### src/rtl/fpu_pkg.sv
// Shared FPU definitions: field widths, IEEE constants and the normalizer state encoding.
package fpu_pkg;

  localparam int MAN_W    = 24;
  localparam int EXP_W    = 8;
  localparam int SUM_W    = 32;
  localparam int EXP_BIAS = 127;
  localparam int EXP_MAX  = 255;

  localparam logic [31:0] POS_INF = 32'h7F80_0000;
  localparam logic [31:0] NEG_INF = 32'hFF80_0000;

  typedef enum logic [1:0] {
    IDLE,
    NORM,
    DONE
  } state_e;

endpackage

### src/rtl/fp_twos_to_mag.sv
// Converts a two's-complement significand sum into sign plus a 25-bit magnitude.
module fp_twos_to_mag
  import fpu_pkg::*;
(
  input  logic [SUM_W-1:0] sum,
  output logic             sign,
  output logic [MAN_W:0]   mag
);

  logic [SUM_W-1:0] abs_sum;
  logic             unused_hi;

  always_comb begin
    abs_sum = sum[SUM_W-1] ? (~sum + SUM_W'(1)) : sum;
  end

  assign sign      = sum[SUM_W-1];
  assign mag       = abs_sum[MAN_W:0];
  // Bits above the 25-bit magnitude cannot carry a meaningful value for aligned significands.
  assign unused_hi = ^abs_sum[SUM_W-1:MAN_W+1];

endmodule

### src/rtl/fp_add_normalize.sv
// Adder normalize stage: iterative one-bit-per-cycle normalization and IEEE single packing.
module fp_add_normalize
  import fpu_pkg::*;
(
  input  logic             clk,
  input  logic             reset,
  input  logic             in_valid,
  output logic             in_ready,
  input  logic [SUM_W-1:0] sum,
  input  logic [EXP_W-1:0] exponent,
  output logic             out_valid,
  input  logic             out_ready,
  output logic [31:0]      result,
  output logic             zero,
  output logic             overflow,
  output logic             underflow
);

  state_e           state_q, state_d;
  logic             sign_q, sign_d;
  logic [MAN_W:0]   mag_q, mag_d;
  logic [EXP_W-1:0] exp_q, exp_d;
  logic [EXP_W-1:0] exp_inc;
  logic [31:0]      result_q, result_d;
  logic             zero_q, zero_d;
  logic             overflow_q, overflow_d;
  logic             underflow_q, underflow_d;
  logic             norm_done;
  logic             in_sign;
  logic [MAN_W:0]   in_mag;

  fp_twos_to_mag u_twos_to_mag (
    .sum  (sum),
    .sign (in_sign),
    .mag  (in_mag)
  );

  assign exp_inc = exp_q + EXP_W'(1);

  always_ff @(posedge clk) begin
    if (reset) begin
      state_q     <= IDLE;
      sign_q      <= 1'b0;
      mag_q       <= '0;
      exp_q       <= '0;
      result_q    <= '0;
      zero_q      <= 1'b0;
      overflow_q  <= 1'b0;
      underflow_q <= 1'b0;
    end else begin
      state_q     <= state_d;
      sign_q      <= sign_d;
      mag_q       <= mag_d;
      exp_q       <= exp_d;
      result_q    <= result_d;
      zero_q      <= zero_d;
      overflow_q  <= overflow_d;
      underflow_q <= underflow_d;
    end
  end

  always_comb begin
    state_d = state_q;
    case (state_q)
      IDLE:    if (in_valid) state_d = NORM;
      NORM:    if (norm_done) state_d = DONE;
      DONE:    if (out_ready) state_d = IDLE;
      default: state_d = IDLE;
    endcase
  end

  // One normalization action per NORM cycle; the priority order decides which one fires.
  always_comb begin
    sign_d      = sign_q;
    mag_d       = mag_q;
    exp_d       = exp_q;
    result_d    = result_q;
    zero_d      = zero_q;
    overflow_d  = overflow_q;
    underflow_d = underflow_q;
    norm_done   = 1'b0;
    case (state_q)
      IDLE: begin
        if (in_valid) begin
          sign_d      = in_sign;
          mag_d       = in_mag;
          exp_d       = exponent;
          zero_d      = 1'b0;
          overflow_d  = 1'b0;
          underflow_d = 1'b0;
        end
      end
      NORM: begin
        if (mag_q == '0) begin
          result_d  = '0;
          zero_d    = 1'b1;
          norm_done = 1'b1;
        end else if (mag_q[MAN_W]) begin
          mag_d = mag_q >> 1;
          exp_d = exp_inc;
          if (exp_inc == EXP_W'(EXP_MAX)) begin
            result_d   = sign_q ? NEG_INF : POS_INF;
            overflow_d = 1'b1;
            norm_done  = 1'b1;
          end
        end else if (mag_q[MAN_W-1]) begin
          result_d  = {sign_q, exp_q, mag_q[MAN_W-2:0]};
          norm_done = 1'b1;
        end else if (exp_q <= EXP_W'(1)) begin
          result_d    = {sign_q, 31'b0};
          underflow_d = 1'b1;
          norm_done   = 1'b1;
        end else begin
          mag_d = mag_q << 1;
          exp_d = exp_q - EXP_W'(1);
        end
      end
      default: ;
    endcase
  end

  always_comb begin
    in_ready  = (state_q == IDLE);
    out_valid = (state_q == DONE);
    result    = result_q;
    zero      = zero_q;
    overflow  = overflow_q;
    underflow = underflow_q;
  end

endmodule

### config.mk
export PLATFORM = sky130hd
export DESIGN_NAME = fp_add_normalize
export DESIGN_NICKNAME = d
export VERILOG_FILES = /design/src/rtl/fpu_pkg.sv /design/src/rtl/fp_twos_to_mag.sv /design/src/rtl/fp_add_normalize.sv
export SDC_FILE = /design/constraint.sdc
export NUM_CORES = 1
export LEC_CHECK = 0
export ABC_CLOCK_PERIOD_IN_PS = 2600
export CAP_MARGIN = 40
export CORE_MARGIN = 4
export CORE_UTILIZATION = 47
export CTS_CLUSTER_SIZE = 24
export DETAILED_ROUTE_END_ITERATION = 8
export GPL_TIMING_DRIVEN = 0
export MAX_ROUTING_LAYER = met4
export PLACE_DENSITY_LB_ADDON = 0.3
export SETUP_SLACK_MARGIN = 0.02
export SYNTH_ARGS = -nofsm -noshare
export SYNTH_HDL_FRONTEND = slang
export SYNTH_SLANG_ARGS = --single-unit
### constraint.sdc
create_clock -name clk -period 2.6 [get_ports clk]
set_input_delay 0.78 -clock clk [delete_from_list [all_inputs] [get_ports clk]]
set_output_delay 0.78 -clock clk [all_outputs]
set_load 0.01 [all_outputs]
# After elaboration in Yosys (flattened, before gate mapping)
# Index checks and enable logic that the tools add are counted.
totals:
  register_bits: 71
  latch_bits: 0
  mem_bits_rw: 0
  mem_bits_ro: 0
  input_bits: 44
  out_inout_bits: 37
  elab_cells: 83
  mem_count: 0
op_classes:
  n_addsub: 3
  mul: 0
  div: 0
  magnitude_cmp: 1
  n_eq_ne: 16
  shifts: 0
  n_mux: 41
  bitwise_logic: 1
  n_reduce_logical: 12
ops:
  columns: ["operator", "n"]
  rows:
  - ["$mux 32", 6]
  - ["$mux 25", 3]
  - ["$mux 24", 3]
  - ["$pmux 25 s2", 1]
  - ["$mux 8", 5]
  - ["$add 25x1->25 const B", 1]
  - ["$logic_not 25->1", 1]
  - ["$not 25->25", 1]
  - ["$ne 2x2->1 const B", 9]
  - ["$pmux 8 s2", 1]
  - ["$mux 1", 15]
  - ["$reduce_and 3->1", 4]
  - ["$reduce_and 5->1", 2]
  - ["$add 8x1->8 const B", 1]
  - ["$eq 8x8->1 const B", 1]
  - ["$le 8x1->1 const B", 1]
  - ["$sub 8x1->8 const B", 1]
  - ["$mux 2", 3]
  - ["$ne 3x3->1 const B", 2]
  - ["$pmux 1 s2", 3]
  - ["$pmux 2 s3", 1]
  - ["$reduce_and 6->1", 1]
  - ["$reduce_bool 4->1", 1]
  - ["$ne 3x1->1 const B", 1]
  - ["other kinds (6)", 6]

# Logic depth before layout (Yosys ltp)
# Gate-level depths: netlist of the first run.
depth:
  depth_word: 8
  mapped_depth: 11
  ltp_nobuf: 8

# Cells and area by module
# A second synthesis of the first run with hierarchy kept.
unflattened:
  cells_unflattened: 528
  area_unflattened_um2: 4191.5
by_module_without_submodules:
  columns: ["module", "instances", "cells_per_inst", "area_each_um2", "seq_area_each_um2"]
  rows:
  - ["fp_add_normalize", 1, 451, 3657.3, 1421.4]
  - ["fp_twos_to_mag", 1, 77, 534.3, 0.0]

# Least setup slack after synthesis of the first run
# Ideal clock, no wire load.
synth_path:
  path_type: "input port to flip-flop"
  start: "in sum[9]"
  end: "reg mag_q[18]"
  setup_ns: 0.139
  t_arrival_ns: 2.421
  t_required_ns: 2.461
  setup_slack_ns: 0.040
  path_stages: 6
  n_path_buf: 0
  path_cell_list: "nor4_1 -> nand4_1 -> nor3_1 -> mux2_2 -> a221oi_1 -> a211oi_1"
synth_via:
  elab_chain_cells: 5
synth_lines:
  columns: ["element", "line_no", "rtl"]
  rows:
  - ["start, declared", "fp_add_normalize.sv:9", "input logic [SUM_W-1:0] sum,"]
  - ["$not 25->25", "fp_twos_to_mag.sv:14", "abs_sum = sum[SUM_W-1] ? (~sum + SUM_W'(1)) : sum;"]
  - ["$add 25x1->25", "fp_twos_to_mag.sv:14", null]
  - ["$mux 25", "fp_twos_to_mag.sv:14", null]
  - ["$mux 25", "fp_add_normalize.sv:84", "if (in_valid) begin"]
  - ["$pmux 25 s2", "fp_add_normalize.sv:82", "case (state_q)"]
  - ["end signal, assigned", "fp_add_normalize.sv:53", "mag_q <= mag_d;"]
  - ["end, declared", "fp_add_normalize.sv:21", "logic [MAN_W:0] mag_q, mag_d;"]
# Every way passes these cells. The select of a mux whose other input is x is not followed.
# A chain may end at the register's enable or synchronous reset.

# Worst setup path in the final report of the first run
layout_path:
  start: "in sum[19]"
  end: "reg mag_q[23]"
# The elaborated chain is that of the path after synthesis.

==> flow_metrics.tcl, run 1 <==
set metrics [dict create \
    clock_sink_count 71 \
    fin_crit_sh_pct 99.39 \
    cp_num_buf_inv 1 \
    fmax_ghz 0.3870 \
    syn_area_mm2 0.004210 \
    grt_max_degree 14 \
    syn_to_final_growth_pct 30.91 \
    vias_per_cell 6.155 \
    num_rows 34 \
    slowest_stage "or4_4" \
    slew_viol_final 0 \
    crit_family "simple AND/OR/NAND/NOR gates" \
    relSlewSlack_pct 51.74 \
    yosys_warnings 0 \
    top_layer_used "met4" \
    period_needed_ps 2584 \
    hpwl_um 10740 \
    antenna_cells 0 \
    synth_seq_cells 71 \
    worstHoldStart "sign_q" \
    rsz0062_at_grt "yes" \
    io_buffers 72 \
    final_common_cell "dfxtp_1" \
    grt_pass1_vias 4293 \
    die_h_um 102.6 \
    cp_max_fo 4 \
    wl_per_cell_um 19.81 \
    cp-start-kind "primary input" \
    drive_above_1_share_pct 12.01 \
    holdPathEnd "sign_q" \
    nets 685 \
    io_pins 81 \
    wl_met3_um 1139 \
    synth-edff-count 0 \
    ir_drop_mv 0.4458 \
    reg2reg_from "mag_q[9]" \
    syn_nets 591 \
    pwr_density_cell_mw_per_mm2 893.7 \
    yosys.area.top_type_share_pct 33.76 \
    hold_depth 2 \
    synth.avg_cell_area_um2 7.768 \
    hold_viol 0 \
    p_leak_nw 1.934 \
    wl_um 14840 \
    ctsHoldBuffers 0 \
    grtUsageTotal_pct 29.22 \
    ant_nets 0 \
    grt_antenna_before_repair 0 \
    path_cells "clkdlybuf4s50_1, or3_4, or4_4, o31ai_2, xnor2_1, a22oi_2, nor2_1" \
    clk_pin_slew_ps 90 \
    rrSetupSlack_ps 80 \
    cts_tree "built" \
    die_area_mm2 0.01054 \
    drt_iter0_drc 424 \
    final_cell_mix "dfxtp_1 (71), a21oi_1 (61), clkdlybuf4s50_1 (60)" \
    grt_overflow 0 \
    setup_tns_ps 0 \
    drv_cap 0 \
    ys_dominant_reg_cell "dfxtp_1" \
    crit_path_end_kind "flop" \
    finClkSkew_ps 10.65 \
    arrival_ps 2820 \
    via_count 4610 \
    die_w_um 102.6 \
    synth_sequential_area_ratio_pct 33.76 \
    async_reset_ff_share_pct 0 \
    worst_pin_slew_ps 723.9 \
    clk_latency_ps 360 \
    p_total_mw 4.926 \
    synth_area_leaders "dfxtp_1 (34%), a21oi_1 (7.3%), nor2_1 (4.9%)" \
    cts_buffer_depth 2 \
    drtPass1Iterations 5 \
    placed_cells 722 \
    dpl_cell_area_mm2 0.005066 \
    synth_area_leader_cell "dfxtp_1" \
    grt_pass1_wl_um 22950 \
    place.gp.congestion 0.9923 \
    syn_inst 542 \
    hold_path_class "flop to flop" \
    wl_met1_um 6782 \
    setup_violations 0 \
    placeableCoreArea_mm2 0.008721 \
    route.met2.wl_um 6624 \
    drc 0 \
    initial_core_util_pct 48.28 \
    path_class "primary input to flop" \
    cts_buffers 9 \
    critPathMaxStageDelay_ps 460 \
    ys_types 56 \
    reg2reg_to "mag_q[23]" \
    stdcell_count 749 \
    reg2reg_depth 7 \
    fin_area_mm2 0.005512 \
    clockRootBuffer "clkbuf_8" \
    whs_ps 469.1 \
    status "finished clean" \
    h-tree-depth 3 \
    crit_required_ps 2840 \
]
-- cells in the mapped netlist, types with 7 or more instances --
master    instances
dfxtp_1          71
a21oi_1          61
nor2_1           55
nand2_1          37
nand3_1          31
nand2b_1         30
clkbuf_1         26
a211oi_1         25
o21ai_0          21
xnor2_1          19
nor3_1           17
inv_1            15
buf_6             9
a31oi_1           8
nor2b_1           8
buf_2             7
nor4_1            7
o31ai_1           7
-- metrics by stage --
step / util (%) / setup slack, ps
after floorplan: - / 40.38
after global placement: 58.09 / -775.4
after detailed placement: 58.09 / -905.9
after CTS: 62.04 / 13.23
after global routing: 63.20 / -22.90
final: 63.20 / 15.93
-- worst reg2reg max path, cell delays in order, from the launching register on --
cell      delay (ps)
dfxtp_1          400
nor4_1           350
nand4_1          180
o21ai_0          490
clkbuf_1         440
o21ai_0          230
a22oi_2          250
nor2_1            60
-- power breakdown --
| part | internal (mW) | switching (mW) | total (mW) | leakage [nW] |
|---|---|---|---|---|
| Clock | 0.544 | 0.472 | 1.02 | 0.114 |
| Combinational | 0.938 | 1.35 | 2.29 | 1.24 |
| Sequential | 1.32 | 0.305 | 1.62 | 0.580 |
-- sequential cells by signal, summed over array words and instances, names as in the netlist --
register   flops
result        32
mag_q         25
exp_q          8
state_q        2
overflow       1
sign_q         1
underflow      1
zero           1
-- layer usage --
metal / global-route usage, % / up-vias
met5: - / -
met4: 8.678 / 0
met3: 4.465 / 26
met2: 44.64 / 255
met1: 40.00 / 2168
li1: - / 2161
-- layout make-up --
class	count	area [µm²]
Sequential cell	71	1421
Tap cell	108	135.1
Timing Repair Buffer	83	810.8
Fill cell	813	3209
Inverter	15	56.30
Buffer	46	270.3
Clock inverter	7	96.34
Clock buffer	9	123.9
Multi-Input combinational cell	410	2597
-- logic make-up (layout without fill, tap and decap cells) --
logic type / count (synthesis) / count (layout) / share of synthesized area [%]
compound gates: 169 / 169 / 26.69
fa+ha+maj: 5 / 5 / 1.486
xor+xnor: 22 / 22 / 4.577
flops: 71 / 71 / 33.76
mux: 3 / 3 / 0.7429
simple gates: 211 / 211 / 25.41
buf+inv: 61 / 160 / 7.340
-- worst max path at each step --
stage	from	end	cells past startpoint
after floorplan	sum[9]	mag_q[18]	6
after global placement	sum[7]	mag_q[19]	7
after detailed placement	sum[7]	mag_q[21]	7
after CTS	sum[15]	mag_q[19]	7
after global routing	sum[3]	mag_q[18]	9
final	sum[19]	mag_q[23]	7
-- what timing repair did --
item / in CTS / in global routing
setup buffers: 7 / 4
pin swaps: 7 / 7
setup endpoints to repair: 14 / 46
resized for setup: 21 / 21
(Power assumes the default switching activity.)
==> run 2: changes to the inputs <==
--- a/config.mk
+++ b/config.mk
@@ -6,7 +6,7 @@
 export NUM_CORES = 1
 export LEC_CHECK = 0
 export ABC_CLOCK_PERIOD_IN_PS = 2600
-export CAP_MARGIN = 40
+export CAP_MARGIN = 25
 export CORE_MARGIN = 4
 export CORE_UTILIZATION = 47
 export CTS_CLUSTER_SIZE = 24
==> results of run 2 <==
The final DEF is identical to that of run 1; final timing and power are the same.
